$ cat src/rtl/shift_reg_pkg.sv
// Shared types and helpers for the shift_reg_n register chain.
package shift_reg_pkg;

   typedef enum logic [1:0] {
      HOLD   = 2'd0,
      SHIFT  = 2'd1,
      LOAD   = 2'd2,
      ROTATE = 2'd3
   } mode_e;

   // Width needed to count 0..depth valid stages.
   function automatic int unsigned fill_width(input int unsigned depth);
      return $clog2(depth + 1);
   endfunction

endpackage

$ cat src/rtl/dff_w.sv
// WIDTH-bit enabled register with synchronous active-high reset to RST_VAL.
module dff_w #(
   parameter int unsigned       WIDTH   = 8,
   parameter logic [WIDTH-1:0]  RST_VAL = '0
) (
   input  logic             clk,
   input  logic             rst,
   input  logic             en,
   input  logic [WIDTH-1:0] d,
   output logic [WIDTH-1:0] q
);

   always_ff @(posedge clk) begin
      if (rst) begin
         q <= RST_VAL;
      end else if (en) begin
         q <= d;
      end
   end

endmodule

$ cat src/rtl/shift_reg_n.sv
// Multi-stage, multi-bit register chain with hold, shift, parallel load and
// rotate modes, plus a saturating count of valid stages.
module shift_reg_n
   import shift_reg_pkg::*;
#(
   parameter int unsigned       WIDTH   = 8,
   parameter int unsigned       DEPTH   = 4,
   parameter logic [WIDTH-1:0]  RST_VAL = '0
) (
   input  logic                            clk,
   input  logic                            rst,
   input  logic                            clr,
   input  logic                            en,
   input  mode_e                           mode,
   input  logic [WIDTH-1:0]                d,
   input  logic [DEPTH*WIDTH-1:0]          load_data,
   output logic [WIDTH-1:0]                q,
   output logic [DEPTH*WIDTH-1:0]          taps,
   output logic [fill_width(DEPTH)-1:0]    fill,
   output logic                            full
);

   localparam int unsigned FILL_W = fill_width(DEPTH);

   if (DEPTH < 1) begin : g_depth_check
      $error("shift_reg_n: DEPTH must be at least 1");
   end

   logic [DEPTH*WIDTH-1:0] stages;
   logic                   flush;
   logic [FILL_W-1:0]      fill_nxt;

   // clr behaves exactly like rst on the data path
   assign flush = rst | clr;

   for (genvar i = 0; i < DEPTH; i++) begin : g_stage
      localparam int unsigned PREV = (i == 0) ? DEPTH - 1 : i - 1;

      logic [WIDTH-1:0] cur;
      logic [WIDTH-1:0] prev_q;
      logic [WIDTH-1:0] shift_src;
      logic [WIDTH-1:0] nxt;

      assign cur       = stages[i*WIDTH +: WIDTH];
      assign prev_q    = stages[PREV*WIDTH +: WIDTH];
      assign shift_src = (i == 0) ? d : prev_q;

      always_comb begin
         nxt = cur;
         case (mode)
            SHIFT:   nxt = shift_src;
            LOAD:    nxt = load_data[i*WIDTH +: WIDTH];
            ROTATE:  nxt = prev_q;
            default: nxt = cur;
         endcase
      end

      dff_w #(
         .WIDTH   (WIDTH),
         .RST_VAL (RST_VAL)
      ) u_ff (
         .clk (clk),
         .rst (flush),
         .en  (en),
         .d   (nxt),
         .q   (stages[i*WIDTH +: WIDTH])
      );
   end

   assign taps = stages;
   assign q    = stages[(DEPTH-1)*WIDTH +: WIDTH];

   // Valid-stage count: saturates on shift, jumps to DEPTH on load, rotate keeps it
   always_comb begin
      fill_nxt = fill;
      if (clr) begin
         fill_nxt = '0;
      end else if (en) begin
         case (mode)
            SHIFT: begin
               if (fill != FILL_W'(DEPTH)) begin
                  fill_nxt = fill + FILL_W'(1);
               end
            end
            LOAD:    fill_nxt = FILL_W'(DEPTH);
            default: fill_nxt = fill;
         endcase
      end
   end

   always_ff @(posedge clk) begin
      if (rst) begin
         fill <= '0;
         full <= 1'b0;
      end else begin
         fill <= fill_nxt;
         full <= (fill_nxt == FILL_W'(DEPTH));
      end
   end

   mode_known_a : assert property (@(posedge clk) disable iff (rst)
                                   en |-> !$isunknown(mode))
      else $error("shift_reg_n: mode is unknown while enabled");

endmodule

$ cat config.mk
export PLATFORM = sky130hd
export DESIGN_NAME = shift_reg_n
export DESIGN_NICKNAME = d
export VERILOG_FILES = /design/src/rtl/shift_reg_pkg.sv /design/src/rtl/dff_w.sv /design/src/rtl/shift_reg_n.sv
export SDC_FILE = /design/constraint.sdc
export NUM_CORES = 1
export LEC_CHECK = 0
export CAP_MARGIN = 5
export CORE_AREA = 3 3 81 83
export DETAILED_ROUTE_END_ITERATION = 12
export DIE_AREA = 0 0 84 86
export GPL_ROUTABILITY_DRIVEN = 0
export HOLD_SLACK_MARGIN = 0.05
export PLACE_DENSITY = 0.84
export SLEW_MARGIN = 20
export SYNTH_ARGS = -nofsm -noshare
export SYNTH_HDL_FRONTEND = slang
export SYNTH_HIERARCHICAL = 1
export SYNTH_SLANG_ARGS = --single-unit
$ cat constraint.sdc
create_clock -name clk -period 1.4 [get_ports clk]
set_clock_uncertainty 0.1 [all_clocks]
set_input_delay 0.21 -clock clk [delete_from_list [all_inputs] [get_ports clk]]
set_output_delay 0.21 -clock clk [all_outputs]
set_load 0.005 [all_outputs]
==> Yosys cells after proc, flatten, opt, wreduce, memory -nomap -nowiden <==
Cells that the tools add are included.
{ "classes": {"addsub": 1, "mul": 0, "div_mod_pow": 0, "order_cmp": 0, "n_eq_ne": 5, "shift": 0, "mux": 8, "bitwise_logic": 1, "reduce_logical": 5} }
{ "ops": {"columns": ["operator", "n"], "rows": [
  ["case mux 8 bit (2 select lines)", 3],
  ["case mux 8 bit (3 select lines)", 1],
  ["2-to-1 mux 3 bit", 3],
  ["case mux 3 bit (2 select lines)", 1],
  ["equality test 2 bit, second input constant", 2],
  ["AND reduction 2 bit", 2],
  ["adder 3 x 1 -> 3 bit, second input constant", 1],
  ["equality test 3 bit, second input constant", 1],
  ["!= test 3 bit, second input constant", 1],
  ["nonzero test 3 bit", 1],
  ["equality test 2 x 1 -> 1 bit, second input constant", 1],
  ["nonzero test 2 bit", 1],
  ["OR reduction 2 bit", 1],
  ["bitwise OR 1 bit", 1]
]} }
{ "totals": {"ff_bits": 36, "latchBits": 0, "ram_bits": 0, "mem_bits_ro": 0, "inputBits": 46, "output_inout_bits": 44, "wordCells": 26, "mem_count": 0} }

==> Longest topological paths before layout <==
Gate-level depths: netlist (run 1).
{ "logic_depth": {"ltp_word": 6, "mapped_depth": 9, "mapped_depth_nobuf": 7} }

==> Modules after synthesis <==
The synthesis (run 1) kept the hierarchy.
{ "modules_own_cells": {"columns": ["module", "n_inst", "cells_per_inst", "area_per_inst_um2", "seq_area_each_um2"], "rows": [
  ["dff_w", 4, 26, 285.3, 160.2],
  ["shift_reg_n", 1, 153, 1113.6, 80.1]
]} }

==> Worst setup path before layout (run 1) <==
OpenSTA, ideal clock, no wires.
{ "synth_path": {"kind": "input port to flip-flop", "start": "in mode[0]", "end": "reg g_stage[3].u_ff.q[1]", "setup_time_ns": 0.124, "arrival_ns": 1.334, "t_required_ns": 1.176, "path_slack_ns": -0.159, "cell_stages": 9, "path_buffers": 3, "cell_sequence": "ha_1 buf_6 or2_1 buf_6 buf_6 a22oi_2 o21ai_1 mux2i_1 nor2_1"} }
{ "synth_via": {"word_cells_on_any_way": 7, "cone_classes": "eq/ne (3); mux (1); reduce/logical (3)"} }
{ "synth_rtl": {"columns": ["item", "line", "source"], "rows": [
  ["start, declared", "shift_reg_n.sv:14", "input mode_e mode,"],
  ["equality test 2 x 1 -> 1 bit / equality test 2 bit (equally long branches)", "shift_reg_n.sv:50", "case (mode)"],
  ["OR reduction 2 bit (no line)", null, null],
  ["case mux 8 bit (2 select lines) *", "shift_reg_n.sv:50", null],
  ["net g_stage[3].nxt[1]", "shift_reg_n.sv:42", "logic [WIDTH-1:0] nxt;"],
  ["end signal, assigned", "dff_w.sv:15", "q <= RST_VAL;"],
  ["end signal, assigned", "dff_w.sv:17", "q <= d;"],
  ["end, declared", "dff_w.sv:10", "output logic [WIDTH-1:0] q"]
]} }
The timed path passes the listed nets; every way through them passes the cells marked *.
A chain may end at the register's enable or synchronous reset.

==> Worst setup path in the final report (run 1) <==
{ "layout_path": {"start": "reg g_stage[3].u_ff.q[3]", "end": "out q[3]"} }
{ "layout_rtl": {"columns": ["item", "line", "source"], "rows": [
  ["end, declared", "shift_reg_n.sv:17", "output logic [WIDTH-1:0] q,"]
]} }
No word-level cell between the ends.

==> summary.txt, run 1 <==
Run status
  • Outcome: completed

Worst hold path
  • Worst min-delay path class: in2reg

Critical path
  • CP Launch Type: flop
  • Critical path cell sequence: buf_4 > dlygate4sd2_1
  • Reg-to-Reg Start: g_stage[3].u_ff/q[2]
  • Worst Path Max Fanout: 4
  • CP Depth: 2
  • Crit path from: g_stage[3].u_ff/q[3]
  • Slowest cell on crit path: dfxtp_4
  • Crit path buf inv count: 2
  • R2R Setup Slk: ~50 ps
  • Slowest Stage Delay on Critical Path: between 300 and 400 ps
  • Worst path required time: roughly 1100 ps
  • Critical path's top delay family: buffers and inverters
  • Crit path capture: q[3]
  • CP Data Arrival Time: around 1100 ps
  • Reg2reg path depth: 5
  • Critical path class: reg2out
  • FF-to-FF End: g_stage[0].u_ff/q[2]
  • Crit. End Element: primary output

Power
  • Pwr Total: about 0.0025 W
  • Power Internal: about 0.0019 W
  • Sequential share of power: 0.405
  • Switching power: between 0.0006 and 0.0007 W
  • Sw Share: 0.261
  • Combinational fraction of design power: 0.232
  • Clk pwr share: 0.362
  • Leakage: between 1.5 and 2 nW
  • Maximum VDD drop: roughly 0.6 mV
  • Power Density: around 700 nW/um^2

Floorplanning
  • Core outline area: between 5000 and 6000 sq um
  • Die area: ~7200 sq um
  • I/O Pins: 90
  • Initial Util: 0.381
  • Rows: 28
  • Die Ht: roughly 86 um
  • Die X-Extent: approximately 84 um

Clock network
  • CTS Buffer Depth: 2
  • CTS tree: built
  • Clk root buf: clkbuf_8
  • Skew-Pair Late Insertion Delay: around 290 ps
  • Clk pin slew, worst setup/hold paths: approximately 80 ps
  • Num CTS Buffers: 5
  • Clock Sinks: 36
  • H-tree depth reported by CTS: 2

STA
  • Worst Tran Pin Value: ~360 ps
  • Post-route setup slack: around 44 ps
  • Setup violators final: 0
  • Final Max Slew Viols: 0
  • Final worst path period share: 0.968
  • RSZ-0062 raised after global routing: true
  • Max Fclk: between 700 and 800 MHz
  • Max_slew headroom: 0.759
  • Final Hold Viols: 0
  • Crit path time final: ~1400 ps

Global routing
  • All-Layer GR Usage: 0.205
  • Initial antenna violation count: 0
  • Vias in the first global route: ~2500
  • Grt total ovfl: 0
  • First-pass GRT wire length: 11800 um
  • Largest net degree at the start of global routing: 27

Cells and area
  • Antenna fix cells: 0
  • Post-Layout Inst Area: between 3000 and 4000 sq um
  • Commonest non-fill, non-tap cell in the layout: dlygate4sd2_1
  • Nets: around 420
  • Area Overhead vs Synth: 65.2%
  • Share of layout cells above drive strength 1: 0.327
  • Commonest non-fill, non-tap cells in the layout: 44 x dlygate4sd2_1, 42 x clkdlybuf4s50_1, 40 x mux2i_1, 40 x buf_4, 35 x nor2_1
  • Filler cell count: 494

Synth
  • #FFs+latches synth: 36
  • Post-synth EDFFs: 0
  • Dominant cell type by area after synthesis: dfxtp_1
  • Register area share after synthesis: 0.320
  • Top cells by area, synth: dfxtp_1 32%, mux2i_1 18%, a22oi_2 11%, nor2_1 5.8%, nand2_1 4.8%
  • Syn avg cell area: ~9 sq um
  • Asr flop ratio synth: 0
  • Yosys top cell area share: 0.320
  • Syn_nets: ~300
  • Post-Synthesis Cell Area: 2250 sq um
  • Syn. warnings: 6
  • Post-Syn Instances: 257
  • Main flop type after synthesis: dfxtp_1
  • Synth unique cells: 24

Run
  • Max_cap viols: 0

Drt
  • Post-DRT Antenna Nets: 0
  • Routed met3 length: 478 um
  • WL/cell: around 17 um
  • Starting DRC count in detailed routing: 150
  • Avg Vias per Cell: between 5 and 6
  • M1 WL: between 3000 and 4000 um
  • Via count: between 2000 and 2500
  • Pre-antenna DRT Iters: 4
  • Top layer in use: met4
  • WL final: between 7000 and 8000 um
  • Met2 Wirelength: roughly 3800 um
  • Residual DRC count: 0

Placed design
  • PortBufs: 89
  • HPWL after detailed placement: 5360 um
  • Pre-CTS setup slack: -795 ps
  • Dpl cell area: ~3300 sq um
## cells by family after synthesis
family	count (synthesis)	share of synthesized area
buf+inv	43	0.114
compound gates	64	0.238
flops	36	0.320
mux	40	0.178
fa+ha+maj	6	0.0333
simple gates	68	0.118
## layer usage
metal / vias to the layer above / GRT usage
met5: - / 0
met4: 0 / 0.0789
met3: 15 / 0.0432
met2: 108 / 0.365
met1: 1131 / 0.241
li1: 1127 / -
## how the worst min path moves through the flow
| stage | startpoint | endpoint | cells after the start |
|---|---|---|---|
| after global placement | g_stage[1].u_ff/q[7] | g_stage[1].u_ff/q[7] | 2 |
| after floorplan | rst | fill[2] | 2 |
| after global routing | en | g_stage[0].u_ff/q[3] | 4 |
| after CTS | en | g_stage[0].u_ff/q[7] | 4 |
| final | en | g_stage[0].u_ff/q[7] | 4 |
| after detailed placement | g_stage[0].u_ff/q[7] | g_stage[0].u_ff/q[7] | 2 |
## stage by stage
stage	util	TNS (ps)	hold slack, ps	cells
3_5_place_dp	0.566	-25530	448	420
6_report	0.629	0	334	448
4_1_cts	0.613	-21.5	336	446
2_1_floorplan	-	-2660	348	257
5_1_grt	0.629	-33.0	358	448
3_3_place_gp	0.566	-24210	432	420
## what timing repair did
action,CTS,global route
setup endpoints to repair,80,19
cloned,1,1
setup buffers,17,3
pin swaps,4,19
hold buffers,0,0
resized for setup,95,18
## sequential cells by signal (all words and copies together), names as in the netlist
register,count
full,1
fill,3
g_stage.u_ff/q,32
## power groups by stage
stage / sequential [W] / clock [W] / combinational [W]
after floorplan: 0.00108 / 0 / 0.000281
after global placement: 0.00108 / 0 / 0.000530
after detailed placement: 0.00108 / 0 / 0.000542
after CTS: 0.00103 / 0.000932 / 0.000570
after global routing: 0.00104 / 0.000973 / 0.000631
final: 0.00103 / 0.000924 / 0.000593
## layout make-up
cell class / instances / area [sq um] / share of cell area
Sequential cell: 36 / 777 / 0.209
Clock buffer: 5 / 68.8 / 0.0185
Tap cell: 75 / 93.8 / 0.0252
Inverter: 12 / 60.1 / 0.0161
Multi-Input combinational cell: 178 / 1360 / 0.364
Timing Repair Buffer: 139 / 1330 / 0.356
Clock inverter: 3 / 42.5 / 0.0114
## Yosys cell counts, types with 6 or more instances
cell type / instances
o21ai_1: 20
buf_4: 8
nand2_1: 29
buf_6: 8
a222oi_1: 8
mux2i_1: 40
dfxtp_1: 36
nor2_1: 35
ha_1: 6
clkbuf_1: 6
a22oi_2: 20
inv_1: 12
## tightest hold or removal path: cells and delay by family
family / cells / cell delay, ps
buffers and inverters: 2 / 310
multiplexers: 1 / 90
AND/OR/NAND/NOR: 1 / 70
(Power assumes the default switching activity.)
==> run 2: changes to the inputs <==
--- a/config.mk
+++ b/config.mk
@@ -6,12 +6,12 @@
 export NUM_CORES = 1
 export LEC_CHECK = 0
 export CAP_MARGIN = 5
-export CORE_AREA = 3 3 81 83
+export CORE_AREA = 3 3 77 86
 export DETAILED_ROUTE_END_ITERATION = 12
-export DIE_AREA = 0 0 84 86
+export DIE_AREA = 0 0 80 89
 export GPL_ROUTABILITY_DRIVEN = 0
 export HOLD_SLACK_MARGIN = 0.05
-export PLACE_DENSITY = 0.84
+export PLACE_DENSITY = 0.75
 export SLEW_MARGIN = 20
 export SYNTH_ARGS = -nofsm -noshare
 export SYNTH_HDL_FRONTEND = slang
==> run 2 against run 1 <==
  * The run now ends with negative setup slack left
  * Critical path type is now in2reg
  * Core utilization increased by 4.8 points
  * Largest power group unchanged
  * Critical endpoint is now g_stage[1].u_ff/q[2]
  * Sequential power about the same
  * Maximum frequency decreased by 14%
  * Highest routed layer unchanged
==> summary.txt, run 2 (synthesized netlist as in run 1, its figures left out) <==
Clock network
  • Num CTS Buffers: 5 (unchanged)
  • Clock Sinks: 36 (unchanged)
  • CTS Buffer Depth: 2 (unchanged)
  • Skew-Pair Late Insertion Delay: 290 ps (about the same)
  • Clk pin slew, worst setup/hold paths: 80 ps (about the same)
  • Clk root buf: clkbuf_8 (unchanged)
  • H-tree depth reported by CTS: 2 (unchanged)
  • CTS tree: built (unchanged)

Drt
  • Starting DRC count in detailed routing: 229 (was 150)
  • WL/cell: 17.2 um (was 16.7 um)
  • WL final: 7980 um (was 7500 um)
  • Residual DRC count: 0 (unchanged)
  • Pre-antenna DRT Iters: 5 (was 4)
  • Avg Vias per Cell: 5.30 (was 5.31)
  • Post-DRT Antenna Nets: 0 (unchanged)
  • Via count: 2466 (was 2381)

Cells and area
  • Most flop-heavy register: g_stage.u_ff/q (unchanged)
  • Commonest non-fill, non-tap cells in the layout: 49 x buf_4, 42 x clkdlybuf4s50_1, 42 x dlygate4sd2_1 (was 44 x dlygate4sd2_1, 42 x clkdlybuf4s50_1, 40 x mux2i_1, 40 x buf_4, 35 x nor2_1)
  • Post-Layout Inst Area: 3930 sq um (was 3720 sq um)
  • Filler cell count: 433 (was 494)
  • Share of layout cells above drive strength 1: 0.389 (was 0.327)
  • Regs by FF count: g_stage.u_ff/q x32, fill x3, full x1 (unchanged)
  • Max reg flops: 32 (unchanged)
  • Area Overhead vs Synth: 74.4% (was 65.2%)
  • Commonest non-fill, non-tap cell in the layout: buf_4 (was dlygate4sd2_1)
  • Antenna fix cells: 0 (unchanged)
  • Nets: 440 (was 424)
  • Util after Layout: 0.677 (was 0.629)

Global routing
  • First-pass GRT wire length: 11900 um (was 11800 um)
  • Initial antenna violation count: 0 (unchanged)
  • Grt total ovfl: 0 (unchanged)
  • GRT met3 Usage: 0.0454 (was 0.0432)
  • Vias in the first global route: 2326 (was 2471)
  • Met2 Track Usage GR: 0.366 (was 0.365)
  • Largest net degree at the start of global routing: 33 (was 27)
  • GRT busiest layer: met2 (unchanged)
  • Grt met1 use: 0.285 (was 0.241)
  • All-Layer GR Usage: 0.217 (was 0.205)

Power
  • Power Density: 641 nW/um^2 (was 685 nW/um^2)
  • Maximum VDD drop: 0.446 mV (was 0.598 mV)
  • Clk pwr share: 0.327 (was 0.362)
  • Sw Share: 0.269 (was 0.261)
  • Sequential share of power: 0.410 (was 0.405)
  • Power Internal: 0.00184 W (was 0.00189 W)
  • Leakage: 1.74 nW (was 1.63 nW)
  • Combinational fraction of design power: 0.264 (was 0.232)
  • Switching power: 0.000678 W (was 0.000665 W)

STA
  • RSZ-0062 raised after global routing: true (unchanged)
  • Post-route setup slack: -171 ps (was 44.5 ps)
  • Max Fclk: 637 MHz (was 738 MHz)
  • Final Max Slew Viols: 0 (unchanged)
  • Final worst path period share: 1.12 (was 0.968)
  • Setup violators final: 26 (was 0)
  • Worst Tran Pin Value: 466 ps (was 361 ps)
  • Crit path time final: 1570 ps (was 1360 ps)
  • Final Hold Viols: 0 (unchanged)
  • Max_slew headroom: 0.690 (was 0.759)
  • WHS: 348 ps (was 334 ps)

Floorplanning
  • Initial Util: 0.388 (was 0.381)
  • Core outline area: 5810 sq um (was 5920 sq um)
  • Die area: 7120 sq um (was 7220 sq um)
  • Rows: 29 (was 28)
  • Die X-Extent: 80 um (was 84 um)
  • Die Ht: 89 um (was 86 um)
  • I/O Pins: 90 (unchanged)

Critical path
  • Worst Path Max Fanout: 6 (was 4)
  • Critical path class: in2reg (was reg2out)
  • Crit. End Element: flop (was primary output)
  • Critical path cell sequence: buf_8 > buf_6 > ha_4 > or2_4 > buf_6 > buf_12 > a22oi_2 > o21ai_2 > mux2i_2 > nor2_1 (was buf_4 > dlygate4sd2_1)
  • Slowest Stage Delay on Critical Path: 260 ps (was 340 ps)
  • Slowest cell on crit path: or2_4 (was dfxtp_4)
  • Worst path required time: 1470 ps (was 1090 ps)
  • Top cell by count, worst path: buf_6
  • CP Data Arrival Time: 1650 ps (was 1050 ps)
  • CP Launch Type: input port (was flop)

Worst hold path
  • Worst min-delay path class: in2reg (unchanged)

Placed design
  • Pre-CTS setup slack: -777 ps (was -795 ps)
  • PortBufs: 89 (unchanged)
  • Dpl cell area: 3300 sq um (was 3350 sq um)
  • HPWL after detailed placement: 4910 um (was 5360 um)

Run status
  • Violated checks: negative setup slack
  • Outcome: complete, but fails checks (was completed)

Run
  • Max_cap viols: 0 (unchanged)
==> run 2: changes by cell type in the layout (fill, tap and decap cells not counted), sizes merged <==
cell | before | now
clkinvlp | 1 | 0
dlygate4sd2 | 44 | 42
clkinv | 1 | 0
bufinv | 1 | 0
dlymetal6s2s | 0 | 1
buf | 52 | 68
clkbuf | 6 | 9
==> run 2: power by group through the flow <==
stage	Sequential [W]	Clock [W]	Combinational (W)
after floorplan	0.00108	0	0.000281
after global placement	0.00108	0	0.000519
after detailed placement	0.00108	0	0.000524
after CTS	0.00103	0.000825	0.000640
after global routing	0.00103	0.000874	0.000702
final	0.00103	0.000824	0.000664
==> run 2: area by class of cell <==
cell class	instances	area (sq um)	area share
clock buffer	7	96.3	0.0245
inverter	12	57.6	0.0146
multi-input combinational	178	1410	0.357
sequential	36	790	0.201
tap	77	96.3	0.0245
timing repair buffer	155	1490	0.378
==> run 2: worst paths after layout <==
kind / endpoint / cells after the start / slack, ps / start
worst min register to register: g_stage[0].u_ff/q[5] / 2 / 440 / g_stage[0].u_ff/q[5]
worst min-delay path: fill[0] / 5 / 350 / en
worst max-delay path: g_stage[1].u_ff/q[2] / 10 / -170 / mode[0]
worst max register to register: g_stage[0].u_ff/q[5] / 5 / -40 / g_stage[3].u_ff/q[5]
==> run 2: what timing repair did <==
action | CTS | global route
gates resized for setup | 125 | 17
buffers inserted | 36 | 5
hold endpoints to repair | 0 | 0
setup endpoints to repair | 80 | 39
hold buffers | 0 | 0
cloned | 3 | 1
pin swaps | 40 | 58
==> run 2: per-stage QoR <==
step	setup TNS (ps)	instances	total power, W
floorplan	-2660	257	0.00136
global placement	-24100	417	0.00160
detailed placement	-25190	417	0.00160
CTS	-957	463	0.00250
global route	-3080	465	0.00261
finish	-1190	465	0.00252
==> run 2: worst max-delay path: cells and delay by family <==
family | cells | cell delay [ps]
muxes | 1 | 200
AOI/OAI and AO/OA | 2 | 240
adders and majority gates | 1 | 160
and+or+nand+nor | 2 | 350
buffers and inverters | 4 | 480
==> run 2: metal layers <==
layer	up-vias	part of all wire	wire, um
li1	1155	-	-
met3	19	0.084	671
met4	0	0.021	170
met2	128	0.48	3860
met5	-	0	0
met1	1164	0.41	3280
==> run 3: changes to the inputs <==
--- a/config.mk
+++ b/config.mk
@@ -6,12 +6,13 @@
 export NUM_CORES = 1
 export LEC_CHECK = 0
 export CAP_MARGIN = 5
-export CORE_AREA = 3 3 77 86
+export CORE_AREA = 3 3 82 92
 export DETAILED_ROUTE_END_ITERATION = 12
-export DIE_AREA = 0 0 80 89
+export DIE_AREA = 0 0 85 95
 export GPL_ROUTABILITY_DRIVEN = 0
 export HOLD_SLACK_MARGIN = 0.05
-export PLACE_DENSITY = 0.75
+export PLACE_DENSITY = 0.66
+export SETUP_SLACK_MARGIN = 0.02
 export SLEW_MARGIN = 20
 export SYNTH_ARGS = -nofsm -noshare
 export SYNTH_HDL_FRONTEND = slang
==> run 3 against run 2 <==
  * The run still ends with negative setup slack left
  * Via count shrank 5.6%
  * First-iteration DRC count fell by 27%
  * Count of clock-buffer cells in the layout down 1
  * Setup slack improved by 100 ps
  * Maximum frequency is 7.1% higher
  * Power grew 2.9%
  * Sequential power is essentially flat
  * Global-route usage down 3.1 points
  * Cell area fell by 1.8%
  * Core utilization fell by 9.5 points
  * Cell count down 0.22%
  * Hold slack worse by 87 ps
==> summary.txt, run 3 (synthesized netlist as in run 1, its figures left out) <==
Floorplanning
  • Initial Util: 0.340 (was 0.388)
  • Die Ht: 95 um (was 89 um)
  • I/O Pins: 90 (unchanged)
  • Rows: 31 (was 29)
  • Die X-Extent: 85 um (was 80 um)
  • Die area: 8080 sq um (was 7120 sq um)
  • Core outline area: 6630 sq um (was 5810 sq um)

Cells and area
  • Max reg flops: 32 (unchanged)
  • Nets: 433 (was 440)
  • Area Overhead vs Synth: 71.2% (was 74.4%)
  • Commonest non-fill, non-tap cells in the layout: 42 x clkdlybuf4s50_1, 42 x dlygate4sd2_1, 40 x mux2i_1 (was 49 x buf_4, 42 x clkdlybuf4s50_1, 42 x dlygate4sd2_1)
  • Antenna fix cells: 0 (unchanged)
  • Util after Layout: 0.582 (was 0.677)
  • Regs by FF count: g_stage.u_ff/q x32, fill x3, full x1 (unchanged)
  • Share of layout cells above drive strength 1: 0.361 (was 0.389)
  • Post-Layout Inst Area: 3860 sq um (was 3930 sq um)
  • Most flop-heavy register: g_stage.u_ff/q (unchanged)

Critical path
  • CP Data Arrival Time: 1550 ps (was 1650 ps)
  • Critical path class: reg2reg (was in2reg)
  • Slowest Stage Delay on Critical Path: 330 ps (was 260 ps)
  • Worst Path Max Fanout: 3 (was 6)
  • CP Launch Type: flop (was input port)
  • Worst path required time: 1490 ps (was 1470 ps)
  • Crit. End Element: flop (unchanged)
  • Slowest cell on crit path: dfxtp_2 (was or2_4)
  • Critical path cell sequence: buf_6 > ha_4 > or2_4 > a21oi_4 > a211oi_2 > and3_1 (was buf_8 > buf_6 > ha_4 > or2_4 > buf_6 > buf_12 > a22oi_2 > o21ai_2 > mux2i_2 > nor2_1)
  • R2R Setup Slk: -70 ps (was -40 ps)

Placed design
  • Dpl cell area: 3380 sq um (was 3300 sq um)
  • HPWL after detailed placement: 5150 um (was 4910 um)
  • PortBufs: 89 (unchanged)

Global routing
  • Largest net degree at the start of global routing: 37 (was 33)
  • First-pass GRT wire length: 11800 um (was 11900 um)
  • Grt total ovfl: 0 (unchanged)
  • All-Layer GR Usage: 0.187 (was 0.217)
  • Initial antenna violation count: 0 (unchanged)
  • Vias in the first global route: 2374 (was 2326)

Power
  • Sequential share of power: 0.397 (was 0.410)
  • Power Density: 672 nW/um^2 (was 641 nW/um^2)
  • Combinational fraction of design power: 0.243 (was 0.264)
  • Power Internal: 0.00191 W (was 0.00184 W)
  • Leakage: 1.70 nW (was 1.74 nW)
  • Maximum VDD drop: 0.376 mV (was 0.446 mV)
  • Switching power: 0.000681 W (was 0.000678 W)
  • Clk pwr share: 0.360 (was 0.327)
  • Sw Share: 0.263 (was 0.269)

STA
  • Final worst path period share: 1.05 (was 1.12)
  • Max Fclk: 682 MHz (was 637 MHz)
  • Crit path time final: 1470 ps (was 1570 ps)
  • Final Max Slew Viols: 0 (unchanged)
  • Worst Tran Pin Value: 448 ps (was 466 ps)
  • RSZ-0062 raised after global routing: true (unchanged)
  • Final Hold Viols: 0 (unchanged)
  • Max_slew headroom: 0.701 (was 0.690)
  • Fin Setup TNS: -252 ps (was -1190 ps)
  • Setup violators final: 10 (was 26)
  • Post-route setup slack: -66.1 ps (was -171 ps)

Drt
  • Starting DRC count in detailed routing: 167 (was 229)
  • Residual DRC count: 0 (unchanged)
  • Post-DRT Antenna Nets: 0 (unchanged)
  • WL/cell: 16.9 um (was 17.2 um)
  • Via count: 2327 (was 2466)
  • Avg Vias per Cell: 5.02 (was 5.30)
  • WL final: 7850 um (was 7980 um)
  • Pre-antenna DRT Iters: 5 (unchanged)

Run status
  • Outcome: complete, but fails checks (unchanged)
  • Violated checks: negative setup slack (unchanged)

Clock network
  • Skew-Pair Late Insertion Delay: 290 ps (about the same)
  • H-tree depth reported by CTS: 2 (unchanged)
  • Num CTS Buffers: 5 (unchanged)
  • CTS Buffer Depth: 2 (unchanged)
  • CTS tree: built (unchanged)
  • Clk pin slew, worst setup/hold paths: 80 ps (about the same)
  • Clock Sinks: 36 (unchanged)
  • Clk root buf: clkbuf_8 (unchanged)

Worst hold path
  • Worst min-delay path class: in2reg (unchanged)

Run
  • Max_cap viols: 0 (unchanged)
==> run 3: cell types whose count changed in the layout (fill, tap and decap cells not counted), moves of 2 or more <==
cell,before,now
clkbuf_8,7,5
inv_1,11,9
inv_2,0,2
dfxtp_1,3,6
ha_4,5,3
dfxtp_2,22,19
buf_4,49,39
ha_2,1,3
buf_6,9,12
==> run 3: what timing repair did <==
| item | in CTS | in global routing |
|---|---|---|
| resized for setup | 115 | 14 |
| setup buffers | 24 | 3 |
| pin swaps | 18 | 34 |
| setup endpoints to repair | 80 | 35 |
| hold buffers | 0 | 0 |
| gates cloned | 1 | 2 |
==> run 3: final timing paths <==
path / start / end / cells past startpoint
max: fill[0] / full / 6
min: en / fill[2] / 3
max reg2reg: fill[0] / full / 6
min reg2reg: g_stage[0].u_ff/q[3] / g_stage[0].u_ff/q[3] / 2
==> run 3: routing by layer <==
layer,share of wire,global-route usage
met1,0.39,0.214
met2,0.54,0.343
met3,0.069,0.0611
met4,0.0040,0.0277
met5,0,0
==> run 3: final cells by class <==
| cell class | instances | area [sq um] |
|---|---|---|
| fillers | 582 | 2770 |
| repair buffers | 148 | 1450 |
| well taps | 82 | 103 |
| multi-input cells | 178 | 1360 |
| flip-flops and latches | 36 | 786 |
| inverters | 12 | 57.6 |
| clock buffers | 6 | 72.6 |
| clock inverters | 2 | 35.0 |
==> run 3: critical path, delay by kind of cell, from the launching register on <==
| family | cells | cell delay, ps |
|---|---|---|
| flops | 1 | 330 |
| compound gates | 2 | 250 |
| buf+inv | 1 | 120 |
| simple gates | 2 | 410 |
| fa+ha+maj | 1 | 150 |
==> run 3: per-stage QoR <==
step	power (W)	worst slack [ps]	std cells	hold slack, ps
after CTS	0.00256	-69.8	460	226
after detailed placement	0.00162	-911	428	451
after global placement	0.00162	-875	428	437
final	0.00259	-66.1	464	261
after floorplan	0.00136	-144	257	348
after global routing	0.00270	-139	464	296
==> run 3: power by group through the flow <==
stage	Sequential [W]	Combinational [W]	Clock, W
detailed placement	0.00108	0.000547	0
CTS	0.00103	0.000589	0.000940
floorplan	0.00108	0.000283	0
finish	0.00103	0.000630	0.000933
global placement	0.00108	0.000542	0
global route	0.00103	0.000672	0.000993
==> RTL edit 1: new RTL, flow settings as in run 3 <==
`WIDTH` is set to 8 in 2 places; all go to 10.
--- a/src/rtl/dff_w.sv
+++ b/src/rtl/dff_w.sv
@@ -1,5 +1,5 @@
 // WIDTH-bit enabled register with synchronous active-high reset to RST_VAL.
 module dff_w #(
-   parameter int unsigned       WIDTH   = 8,
+   parameter int unsigned       WIDTH   = 10,
    parameter logic [WIDTH-1:0]  RST_VAL = '0
 ) (
--- a/src/rtl/shift_reg_n.sv
+++ b/src/rtl/shift_reg_n.sv
@@ -4,5 +4,5 @@
    import shift_reg_pkg::*;
 #(
-   parameter int unsigned       WIDTH   = 8,
+   parameter int unsigned       WIDTH   = 10,
    parameter int unsigned       DEPTH   = 4,
    parameter logic [WIDTH-1:0]  RST_VAL = '0
Ports: changed (resized d, load_data, q and taps); port bits go from 90 to 110. The function was not compared with the original's and may differ.
==> RTL edit 1 against run 3 <==
  * The run still ends with negative setup slack left
  * Design area up 17%
  * Setup slack better by 0.061 ns
  * Core utilization grew 10 points
  * Area after synthesis grew 15%
  * First-iteration DRC count up 56%
  * Routed wire length increased by 22%
  * Sequential cell count up 8
  * Power up 17%
  * Via count is 22% higher
==> RTL edit 1: results (changes against run 3) <==
| Metric | Value |
|---|---|
| Number of global-route vias before repair | `2786 (+17%)` |
| Pin count of the biggest net entering global routing | `43 (+16%)` |
| Multi-input gate count | `218 (+22%)` |
| Mux cell area share after synthesis | `0.193 (+0.0157)` |
| Port Buffers | `109 (+22%)` |
| M1 WL | `3990 um (+30%)` |
| Largest registers | `g_stage.u_ff/q x40, fill x3, full x1` |
| Slowest cell on crit path | `or2_4` |
| Total Routed Length | `9590 um (+22%)` |
| Final-layout setup total negative slack | `-0.00539 ns (+0.247 ns)` |
| Number of clock buffers in the layout | `7 (+1)` |
| Setup slack of the critical path after layout | `-0.00539 ns (+0.0607 ns)` |
| Wire length on met3 | `525 um (-3.5%)` |
| Fraction of final layout cells sized beyond drive strength 1 | `0.344 (-0.0177)` |
| Wire length of the first global-routing pass | `14700 um (+24%)` |
| Inverters | `14 (+2)` |
| Status | `finished, violations left` |
| Max stage delay on crit path | `0.30 ns (-0.03 ns)` |
| Sequential cell area fraction in the yosys report | `0.340 (+0.0205)` |
| Async S/R FF share, synth | `0 (unchanged)` |
| Proportion of cell area spent on the clock network | `0.0279 (about the same)` |
| Leading cell types by total area after synthesis | `dfxtp_1, mux2i_1, a22oi_1, nor2_1, nand2_1` |
| Met2 Use GR | `0.416 (+0.0732)` |
| Count of plain and timing-repair buffers | `173 (+17%)` |
| Delay-heaviest family, CP | `buffers and inverters` |
| Number of filler cells placed in the layout | `561 (-3.6%)` |
| Sw Share | `0.258 (-0.00481)` |
| Fin nets | `518 (+20%)` |
| Net count of the mapped netlist | `372 (+20%)` |
| Smallest hold slack | `0.220 ns (-0.0415 ns)` |
| Worst max-slew margin expressed relative to the limit | `0.717 (+0.0157)` |
| Leakage power of the design | `2.00 nW (+18%)` |
| Failing checks | `negative setup slack` |
| DR WL met2 | `4970 um (+18%)` |
| Sum of net half-perimeters after detailed placement | `6560 um (+28%)` |
| Commonest cells post-synth | `mux2i_1, dfxtp_1, nor2_1, nand2_1, a22oi_1` |
| Proportion of final cell area spent on non-clock buffers | `0.356 (-0.0197)` |
| Worst reg2reg setup slack | `0.04 ns (+0.11 ns)` |
| Number of distinct library cells after synthesis | `23 (-4.2%)` |
| Synth Area in Compound Gates | `0.205 (-0.0327)` |
| Vias per cell | `5.26 (+5.0%)` |
| M1 GR Usage | `0.297 (+0.0825)` |
| Proportion of cell area occupied by multi-input gates | `0.362 (+0.0106)` |
| Total of endpoints with negative setup slack in the final report | `1 (-9)` |
| Peak ir drop on the vdd network | `0.405 mV (+7.7%)` |
[RTL edit 1: cells by family after synthesis]
family | count (synthesis)
AO/OA/AOI/OAI | 78
flip-flops | 44
buffers and inverters | 50
adder cells (fa/ha/maj) | 6
multiplexers | 50
AND/OR/NAND/NOR | 82
[RTL edit 1: power groups by stage]
stage | Clock [mW] | Combinational, mW | Sequential (mW)
finish | 1.09 | 0.699 | 1.24
global route | 1.17 | 0.747 | 1.25
CTS | 1.12 | 0.683 | 1.24
detailed placement | 0 | 0.647 | 1.32
global placement | 0 | 0.644 | 1.32
floorplan | 0 | 0.345 | 1.32
[RTL edit 1: worst paths after layout]
check                                                        from                                 to  cells after the start
worst max-delay path                                      mode[0]  g_stage[2].u_ff/q[8]$_SDFFE_PP0P_                      9
worst min-delay path                                           en                 fill[2]$_SDFF_PP0_                      3
worst max register to register  g_stage[3].u_ff/q[4]$_SDFFE_PP0P_  g_stage[0].u_ff/q[4]$_SDFFE_PP0P_                      5
worst min register to register  g_stage[1].u_ff/q[9]$_SDFFE_PP0P_  g_stage[1].u_ff/q[9]$_SDFFE_PP0P_                      2
[RTL edit 1: through the flow]
step                      cells  worst slack [ns]  instance area, um^2  total power [mW]
after global placement      492            -0.825                 4010              1.96
after detailed placement    492            -0.892                 4010              1.97
after CTS                   533           -0.0161                 4450              3.04
final                       539          -0.00539                 4530              3.03
after floorplan             310          -0.00999                 2800              1.66
after global routing        539           -0.0618                 4530              3.16
[RTL edit 1: worst min-delay path: stages]
cell	delay (ns)
buf_2	0.13
a21oi_1	0.18
a211oi_2	0.07
[RTL edit 1: timing repair]
action                                  CTS  global route
endpoints found under the setup margin   98            35
pin swaps                                12            14
resized for setup                       137            11
gates cloned                              2             0
hold buffers                              0             0
setup buffers                            31             7
==> RTL edit 2: new RTL, config.mk and constraints of run 3 <==
Without the edit above. Register the input `mode` before use. The logic sees it one clock later. The other inputs are not delayed to match.
--- a/src/rtl/shift_reg_n.sv
+++ b/src/rtl/shift_reg_n.sv
@@ -22,4 +22,10 @@
 
    localparam int unsigned FILL_W = fill_width(DEPTH);
+
+   mode_e mode_q;
+
+   always_ff @(posedge clk) begin
+      mode_q <= mode;
+   end
 
    if (DEPTH < 1) begin : g_depth_check
@@ -48,5 +54,5 @@
       always_comb begin
          nxt = cur;
-         case (mode)
+         case (mode_q)
             SHIFT:   nxt = shift_src;
             LOAD:    nxt = load_data[i*WIDTH +: WIDTH];
@@ -77,5 +83,5 @@
          fill_nxt = '0;
       end else if (en) begin
-         case (mode)
+         case (mode_q)
             SHIFT: begin
                if (fill != FILL_W'(DEPTH)) begin
@@ -100,5 +106,5 @@
 
    mode_known_a : assert property (@(posedge clk) disable iff (rst)
-                                   en |-> !$isunknown(mode))
+                                   en |-> !$isunknown(mode_q))
       else $error("shift_reg_n: mode is unknown while enabled");
 
Check against the original RTL: not equivalent (a bounded check fails within 4 cycles, from zero or initial values and one cycle with rst high).
==> RTL edit 2 against run 3 <==
  * The flow still finishes with violations (negative setup slack)
  * Setup slack worse by 0.21 ns
  * Via count down 1.1%
  * Routed wire length down 7.8%
  * Area after synthesis up 2.1%
  * Design area down 3.2%
  * Sequential power up 7%
  * Power down 5.7%
  * Sequential cell count up 2
  * Count of clock-buffer cells in the layout up 1
  * Critical path type unchanged
  * Critical endpoint is now g_stage[2].u_ff/q[6]$_SDFFE_PP0P_
  * Critical path depth up 2
==> RTL edit 2: results (changes against run 3) <==
| Metric | Value |
|---|---|
| Status | `finished, violations left` |
| Failing checks | `negative setup slack` |
| Number of global-route vias before repair | `2241 (-5.6%)` |
| Cell depth of the worst flop-to-flop path | `8 (+2)` |
| Wire length of the first global-routing pass | `11000 um (-6.8%)` |
| Pin count of the biggest net entering global routing | `30 (-19%)` |
| Sequential cell area fraction in the yosys report | `0.331 (+0.0110)` |
| Final instance count without filler cells | `458 (-1.3%)` |
| Commonest cells post-synth | `mux2i_1, dfxtp_1, nor2_1, nand2_1` |
| Met2 Use GR | `0.282 (-0.0602)` |
| Final-layout setup total negative slack | `-7.54 ns (-7.29 ns)` |
| GRT Overall Usage | `0.175 (-0.0114)` |
| Worst R2R End | `g_stage[2].u_ff/q[6]$_SDFFE_PP0P_` |
| Delay-heaviest family, CP | `flip-flops` |
| Minimum setup slack after placement | `-0.357 ns (+0.553 ns)` |
| Slew @ Worst Pin | `0.397 ns (-0.0510 ns)` |
| M1 GR Usage | `0.233 (+0.0183)` |
| Int Power | `1.81 mW (-5.5%)` |
| Crit path max fanout | `12 (+9)` |
| Leading cell types by total area after synthesis | `dfxtp_1, mux2i_1, a22oi_2, nor2_1, nand2_1` |
| Net count of the mapped netlist | `311 (+0.65%)` |
| Largest registers | `g_stage.u_ff/q x32, fill x3, mode_q x2` |
| Smallest hold slack | `0.254 ns (-0.00751 ns)` |
| WL/cell | `15.8 um (-6.6%)` |
| Max stage delay on crit path | `0.39 ns (+0.06 ns)` |
| Portion of total power attributed to the clock network | `0.316 (-0.044)` |
| P_seq | `1.10 mW (+7%)` |
| Arrival time at the worst endpoint | `1.74 ns (+0.19 ns)` |
| Post-cts resize count | `93 (-19%)` |
| Hold Crit Depth | `1 (-2)` |
| Leakage power of the design | `1.65 nW (-2.8%)` |
| Instance count after placement with tap cells included | `422 (-1.4%)` |
| Area after DPL | `0.00330 mm^2 (-2.4%)` |
| Terminating pin of the worst hold path | `mode_q[1]$_DFF_P_` |
| Total of endpoints with negative setup slack in the final report | `36 (+26)` |
| Pwr Density | `654 mW/mm^2 (-2.6%)` |
| Setup slack of the critical path after layout | `-0.273 ns (-0.207 ns)` |
| Peak ir drop on the vdd network | `0.346 mV (-7.9%)` |
| Sum of net half-perimeters after detailed placement | `4900 um (-4.8%)` |
| Met3 Track Usage GR | `0.0436 (-0.0175)` |
| Fraction of final layout cells sized beyond drive strength 1 | `0.338 (-0.0235)` |
| Number of distinct library cells after synthesis | `27 (+13%)` |
| Min-delay src | `mode[1]` |
| Slowest cell on crit path | `dfxtp_4` |
[RTL edit 2: cell count changes in the layout (fill, tap and decap cells not counted), moves of 3 or more]
| cell | delta |
|---|---|
| dfxtp_2 | +5 |
| buf_4 | +5 |
| buf_12 | -3 |
| ha_2 | -3 |
| buf_6 | -10 |
| a22oi_1 | +4 |
| a21oi_1 | -3 |
| a22oi_2 | -4 |
[RTL edit 2: kinds of logic after synthesis]
family	after synthesis	share of synthesized area
mux	40	0.174
compound gates	61	0.227
fa+ha+maj	6	0.0326
buf+inv	44	0.115
flops	38	0.331
simple gates	70	0.121
[RTL edit 2: layout make-up]
class | count | area, um^2
fillers | 598 | 2900
multi-input cells | 177 | 1360
repair buffers | 140 | 1300
flip-flops and latches | 38 | 828
well taps | 82 | 103
clock buffers | 7 | 86.3
inverters | 13 | 53.8
clock inverters | 1 | 5.00
[RTL edit 2: worst max path at each step]
stage | from | to | depth (start not counted)
after floorplan | mode_q[0]$_DFF_P_ | g_stage[1].u_ff/q[0]$_SDFFE_PP0P_ | 9
after CTS | mode_q[1]$_DFF_P_ | g_stage[0].u_ff/q[1]$_SDFFE_PP0P_ | 7
after global placement | mode_q[0]$_DFF_P_ | g_stage[0].u_ff/q[5]$_SDFFE_PP0P_ | 6
final | mode_q[1]$_DFF_P_ | g_stage[2].u_ff/q[6]$_SDFFE_PP0P_ | 8
after global routing | mode_q[1]$_DFF_P_ | g_stage[1].u_ff/q[2]$_SDFFE_PP0P_ | 8
after detailed placement | mode_q[0]$_DFF_P_ | g_stage[0].u_ff/q[5]$_SDFFE_PP0P_ | 6
[RTL edit 2: per-layer routing]
layer	part of all wire	up-vias
met5	0	-
met4	0.0093	0
met3	0.070	6
met2	0.47	85
met1	0.45	1066
li1	-	1144
